**config.mk**
```make
export PLATFORM = sky130hd
export DESIGN_NAME = stopwatch_datapath
export DESIGN_NICKNAME = d
export VERILOG_FILES = /design/src/rtl/stopwatch_datapath.sv
export SDC_FILE = /design/constraint.sdc
export NUM_CORES = 1
export LEC_CHECK = 0
export BUFFER_PORTS_ARGS = -buffer_cell sky130_fd_sc_hd__buf_2
export CORE_UTILIZATION = 35
export CTS_BUF_LIST = sky130_fd_sc_hd__clkbuf_16
export DETAILED_ROUTE_END_ITERATION = 8
export GPL_TIMING_DRIVEN = 1
export HOLD_SLACK_MARGIN = 0.12
export PLACE_DENSITY = 0.52
export SYNTH_ARGS = -nofsm -noshare
export SYNTH_HDL_FRONTEND = slang
export SYNTH_SLANG_ARGS = --single-unit
```
**constraint.sdc**
```tcl
create_clock -name clk -period 2.3 [get_ports clk]
set_input_delay 0.345 -clock clk [delete_from_list [all_inputs] [get_ports clk]]
set_output_delay 0.345 -clock clk [all_outputs]
set_load 0.03 [all_outputs]
```
**src/rtl/stopwatch_datapath.sv**
```systemverilog
// Stopwatch time base and counter core: divides clk down to the centisecond
// tick, runs the STOP/RUN/CLEAR control FSM and keeps the cascaded
// centisecond/second/minute/hour counters that feed the display controller.
// DIV = CLK_FREQ/TICK_HZ must be at least 2.
module stopwatch_datapath #(
   parameter int CLK_FREQ = 100_000_000,
   parameter int TICK_HZ  = 100
) (
   input  logic        clk,
   input  logic        reset,
   input  logic        i_runstop,
   input  logic        i_clear,
   output logic [23:0] o_time,
   output logic        o_running,
   output logic        o_tick
);

   localparam int DIV = CLK_FREQ / TICK_HZ;
   localparam int CW  = $clog2(DIV);
   localparam logic [CW-1:0] TICK_LAST = CW'(DIV - 1);

   typedef enum logic [1:0] {
      ST_STOP  = 2'd0,
      ST_RUN   = 2'd1,
      ST_CLEAR = 2'd2
   } state_t;

   state_t        state_q, state_d;
   logic [CW-1:0] tick_cnt_q, tick_cnt_d;
   logic [6:0]    msec_q, msec_d;
   logic [5:0]    sec_q, sec_d;
   logic [5:0]    min_q, min_d;
   logic [4:0]    hour_q, hour_d;
   logic          tick_q, tick_d;
   logic          running_q, running_d;

   logic          enter_clear;
   logic          tick_fire;

   // A clear request is only taken from STOP; the tick only fires while running.
   assign enter_clear = (state_q == ST_STOP) && i_clear;
   assign tick_fire   = (state_q == ST_RUN) && (tick_cnt_q == TICK_LAST);

   // Control FSM next state; clear beats a simultaneous run/stop request in STOP.
   always_comb begin
      state_d = state_q;
      case (state_q)
         ST_STOP: begin
            if (i_clear) begin
               state_d = ST_CLEAR;
            end else if (i_runstop) begin
               state_d = ST_RUN;
            end
         end
         ST_RUN: begin
            if (i_runstop) begin
               state_d = ST_STOP;
            end
         end
         ST_CLEAR: state_d = ST_STOP;
         default:  state_d = ST_STOP;
      endcase
   end

   // Tick divider: advances only in RUN, so the sub-tick phase survives a stop.
   always_comb begin
      tick_cnt_d = tick_cnt_q;
      if (enter_clear) begin
         tick_cnt_d = '0;
      end else if (state_q == ST_RUN) begin
         tick_cnt_d = tick_fire ? '0 : tick_cnt_q + 1'b1;
      end
   end

   // Time counter cascade; every carry resolves within the tick edge.
   always_comb begin
      msec_d = msec_q;
      sec_d  = sec_q;
      min_d  = min_q;
      hour_d = hour_q;
      if (enter_clear) begin
         msec_d = '0;
         sec_d  = '0;
         min_d  = '0;
         hour_d = '0;
      end else if (tick_fire) begin
         if (msec_q == 7'd99) begin
            msec_d = '0;
            if (sec_q == 6'd59) begin
               sec_d = '0;
               if (min_q == 6'd59) begin
                  min_d  = '0;
                  hour_d = (hour_q == 5'd23) ? 5'd0 : hour_q + 5'd1;
               end else begin
                  min_d = min_q + 6'd1;
               end
            end else begin
               sec_d = sec_q + 6'd1;
            end
         end else begin
            msec_d = msec_q + 7'd1;
         end
      end
   end

   // Registered status outputs, aligned with the counter update they describe.
   always_comb begin
      tick_d    = tick_fire;
      running_d = (state_d == ST_RUN);
   end

   // State and datapath registers with asynchronous active-low reset.
   always_ff @(posedge clk or negedge reset) begin
      if (!reset) begin
         state_q    <= ST_STOP;
         tick_cnt_q <= '0;
         msec_q     <= '0;
         sec_q      <= '0;
         min_q      <= '0;
         hour_q     <= '0;
         tick_q     <= 1'b0;
         running_q  <= 1'b0;
      end else begin
         state_q    <= state_d;
         tick_cnt_q <= tick_cnt_d;
         msec_q     <= msec_d;
         sec_q      <= sec_d;
         min_q      <= min_d;
         hour_q     <= hour_d;
         tick_q     <= tick_d;
         running_q  <= running_d;
      end
   end

   assign o_time    = {hour_q, min_q, sec_q, msec_q};
   assign o_running = running_q;
   assign o_tick    = tick_q;

endmodule
```
==> results.sh <==
export IMPL_layout_commonest_cell="dfrtp_1"
export IMPL_die_area_um2=7590
export IMPL_antenna_found_initial=0
export IMPL_synth_edf_count=0
export IMPL_drt_total_wl_um=5800
export IMPL_path_class="register to register"
export IMPL_setup_viol=0
export IMPL_port_buffers=29
export IMPL_grt_ovfl_total=0
export IMPL_vias=2170
export IMPL_async_reset_ff_share_pct=100
export IMPL_initial_core_util_pct=36.7
export IMPL_vdd_ir_drop_worst_v=0.000259
export IMPL_drt_pass1_iterations=6
export IMPL_synth_cell_area_um2=2540
export IMPL_layout_common_cells="47 x dfrtp_1, 31 x nor2_1, 30 x buf_4, 29 x buf_2, 28 x nand2_1"
export IMPL_cp_required_ns=2.51
export IMPL_avgSynthCellArea_um2=9.53
export IMPL_grt_pass1_vias=2069
export IMPL_drc_errors=0
export IMPL_rsz0062_at_grt="yes"
export IMPL_cts_htree_levels=2
export IMPL_drv_slew=0
export IMPL_critPathLaunchType="register"
export IMPL_rows=30
export IMPL_grt_max_degree=34
export IMPL_tightest_slew_ns=0.748
export IMPL_ys_ff_latch=48
export IMPL_core_area_um2=6910
export IMPL_critical_path_endpoint_type="register"
export IMPL_critPathArrivalTime_ns=2.42
export IMPL_clock_sinks=48
export IMPL_dp_slack_ns=0.0569
export IMPL_dieHeight_um=87.1
export IMPL_seq_area_frac_synth_pct=47.4
export IMPL_wl_per_cell_um=13.9
export IMPL_num_io_pins=30
export IMPL_drt_iter0_drc=82
export IMPL_cts_buffer_depth=2
export IMPL_yosysWarningCount=0
export IMPL_maxCapViolCount=0
export IMPL_track_usage_pct=16.7
export IMPL_status="complete, no violations"
export IMPL_syn_to_final_growth_pct=25.4
export IMPL_period_share_pct=96.3
export IMPL_holdBufCountCts=0
export IMPL_relSlewSlack_pct=50.2
export IMPL_clkSlewWorstSetupHoldPaths_ns=0.07
export IMPL_p_leak_nw=1.52
export IMPL_timing_fmax_mhz=451
export IMPL_drive_above_1_share_pct=25.8
export IMPL_die_width_um=87.1
export IMPL_crit_fanout=11
export IMPL_ant_nets=0
export IMPL_setup_slack_ns=0.0849
export IMPL_cts_made_buffers=5
export IMPL_synth_distinct_cells=48
export IMPL_hold_viol_final=0
export IMPL_tns_ns=0
export IMPL_clock_latency_ns=0.29
export IMPL_grt_pass1_wl_um=9870
export IMPL_r2r_slack_ns=0.08
export IMPL_place_gp_congestion=0.755
export IMPL_hold_class="primary input to async pin"
export IMPL_cts_root_buf="clkbuf_16"
export IMPL_total_power_mw=1.82
export IMPL_fillers=685
export IMPL_dp_hpwl_um=4200
export IMPL_fin_cells=418
export IMPL_synthesis_instances=266
export IMPL_layout_nets=330
export IMPL_viasPerCell=5.19
export IMPL_p_per_area_nw_per_um2=573
export IMPL_dp_cells=409
export IMPL_fin_crit_ns=2.22
export IMPL_synth_ff_type="dfrtp_1"
export IMPL_synth_nets=275
export IMPL_skew_ns=0.00840
export IMPL_tritoncts="done"
export IMPL_antenna_cells=0
[final timing paths]
kind                       cells past startpoint            end           start
max                                            7       sec_q[0]  tick_cnt_q[11]
min                                            1  tick_cnt_q[5]           reset
max reg2reg                                    7       sec_q[0]  tick_cnt_q[11]
min reg2reg                                    1       min_q[5]        min_q[5]
max in group asynchronous                      2      msec_q[4]           reset
min in group clk                               4      o_running       i_runstop
[per-layer routing]
layer | GRT usage (%) | up-vias | wire length, um
li1 | - | 1090 | -
met1 | 24.7 | 1038 | 3020
met2 | 25.2 | 37 | 2520
met3 | 2.94 | 5 | 209
met4 | 4.17 | 0 | 51
met5 | 0 | - | 0
[cell families after synthesis]
family / count (synthesis) / share of synthesized area (%)
AO/OA/AOI/OAI: 41 / 11.4
XOR/XNOR: 16 / 5.53
adder cells (fa/ha/maj): 5 / 2.47
buffers and inverters: 16 / 2.57
flip-flops: 48 / 47.4
multiplexers: 7 / 2.81
AND/OR/NAND/NOR: 133 / 27.8
[sequential cells by signal, indices dropped and copies added (netlist names)]
| signal | count |
|---|---|
| tick_cnt_q | 20 |
| msec_q | 7 |
| min_q | 6 |
| sec_q | 6 |
| hour_q | 5 |
| state_q | 2 |
| o_running | 1 |
| o_tick | 1 |
[final cells by class]
| type | count | area, um2 | area share, % |
|---|---|---|---|
| multi-input combinational | 202 | 1300 | 40.8 |
| timing repair buffer | 60 | 382 | 12.0 |
| tap | 96 | 120 | 3.78 |
| clock buffer | 5 | 125 | 3.93 |
| sequential | 48 | 1200 | 37.8 |
| inverter | 4 | 15.0 | 0.472 |
| clock inverter | 3 | 37.5 | 1.18 |
[worst max-delay path, stage by stage (launching register included)]
cell and delay (ns):
dfrtp_1 0.39, nor4_2 0.27, nand4_1 0.15, or4_4 0.54
buf_6 0.15, buf_4 0.16, or3_1 0.34, a21oi_1 0.14
[cell usage after synthesis (all sizes together), types with 2 or more instances]
master / n / area, um2
nor4: 4 / 31.3
and2: 2 / 12.5
xnor2: 6 / 52.6
o21ai: 6 / 30.0
nor2b: 2 / 12.5
o311ai: 2 / 17.5
a41oi: 2 / 17.5
a21oi: 7 / 35.0
buf: 2 / 12.5
nor3: 9 / 45.0
nand2b: 2 / 12.5
xor2: 10 / 87.6
or3: 2 / 12.5
a31oi: 4 / 25.0
nand2: 28 / 105
or4: 4 / 30.0
and3: 4 / 25.0
o211ai: 3 / 22.5
inv: 4 / 15.0
a311oi: 3 / 26.3
nor2: 31 / 116
nand4b: 2 / 17.5
o31ai: 7 / 52.6
clkbuf: 10 / 37.5
ha: 5 / 62.6
mux2i: 6 / 60.1
nand3: 18 / 90.1
or2: 4 / 25.0
and4: 5 / 46.3
dfrtp: 48 / 1200
nand4: 13 / 96.3
[metrics by stage]
step	hold WS [ns]	cell area, um2	util, %
6_report	0.120	3180	46.1
5_1_grt	0.192	3180	46.1
4_1_cts	0.154	3150	45.5
3_5_place_dp	0.462	2980	43.2
3_3_place_gp	0.461	2980	43.2
2_1_floorplan	0.0494	2540	-
[power by group]
part / internal [mW] / switching, mW / total (mW)
clock: 0.506 / 0.310 / 0.815
sequential: 0.860 / 0.0106 / 0.871
combinational: 0.0476 / 0.0901 / 0.138
[repair_timing]
item | 4_1_cts | 5_1_grt
resized for setup | 0 | 6
buffers inserted | 0 | 1
endpoints found under the setup margin | 0 | 6
(Power assumes the default switching activity.)
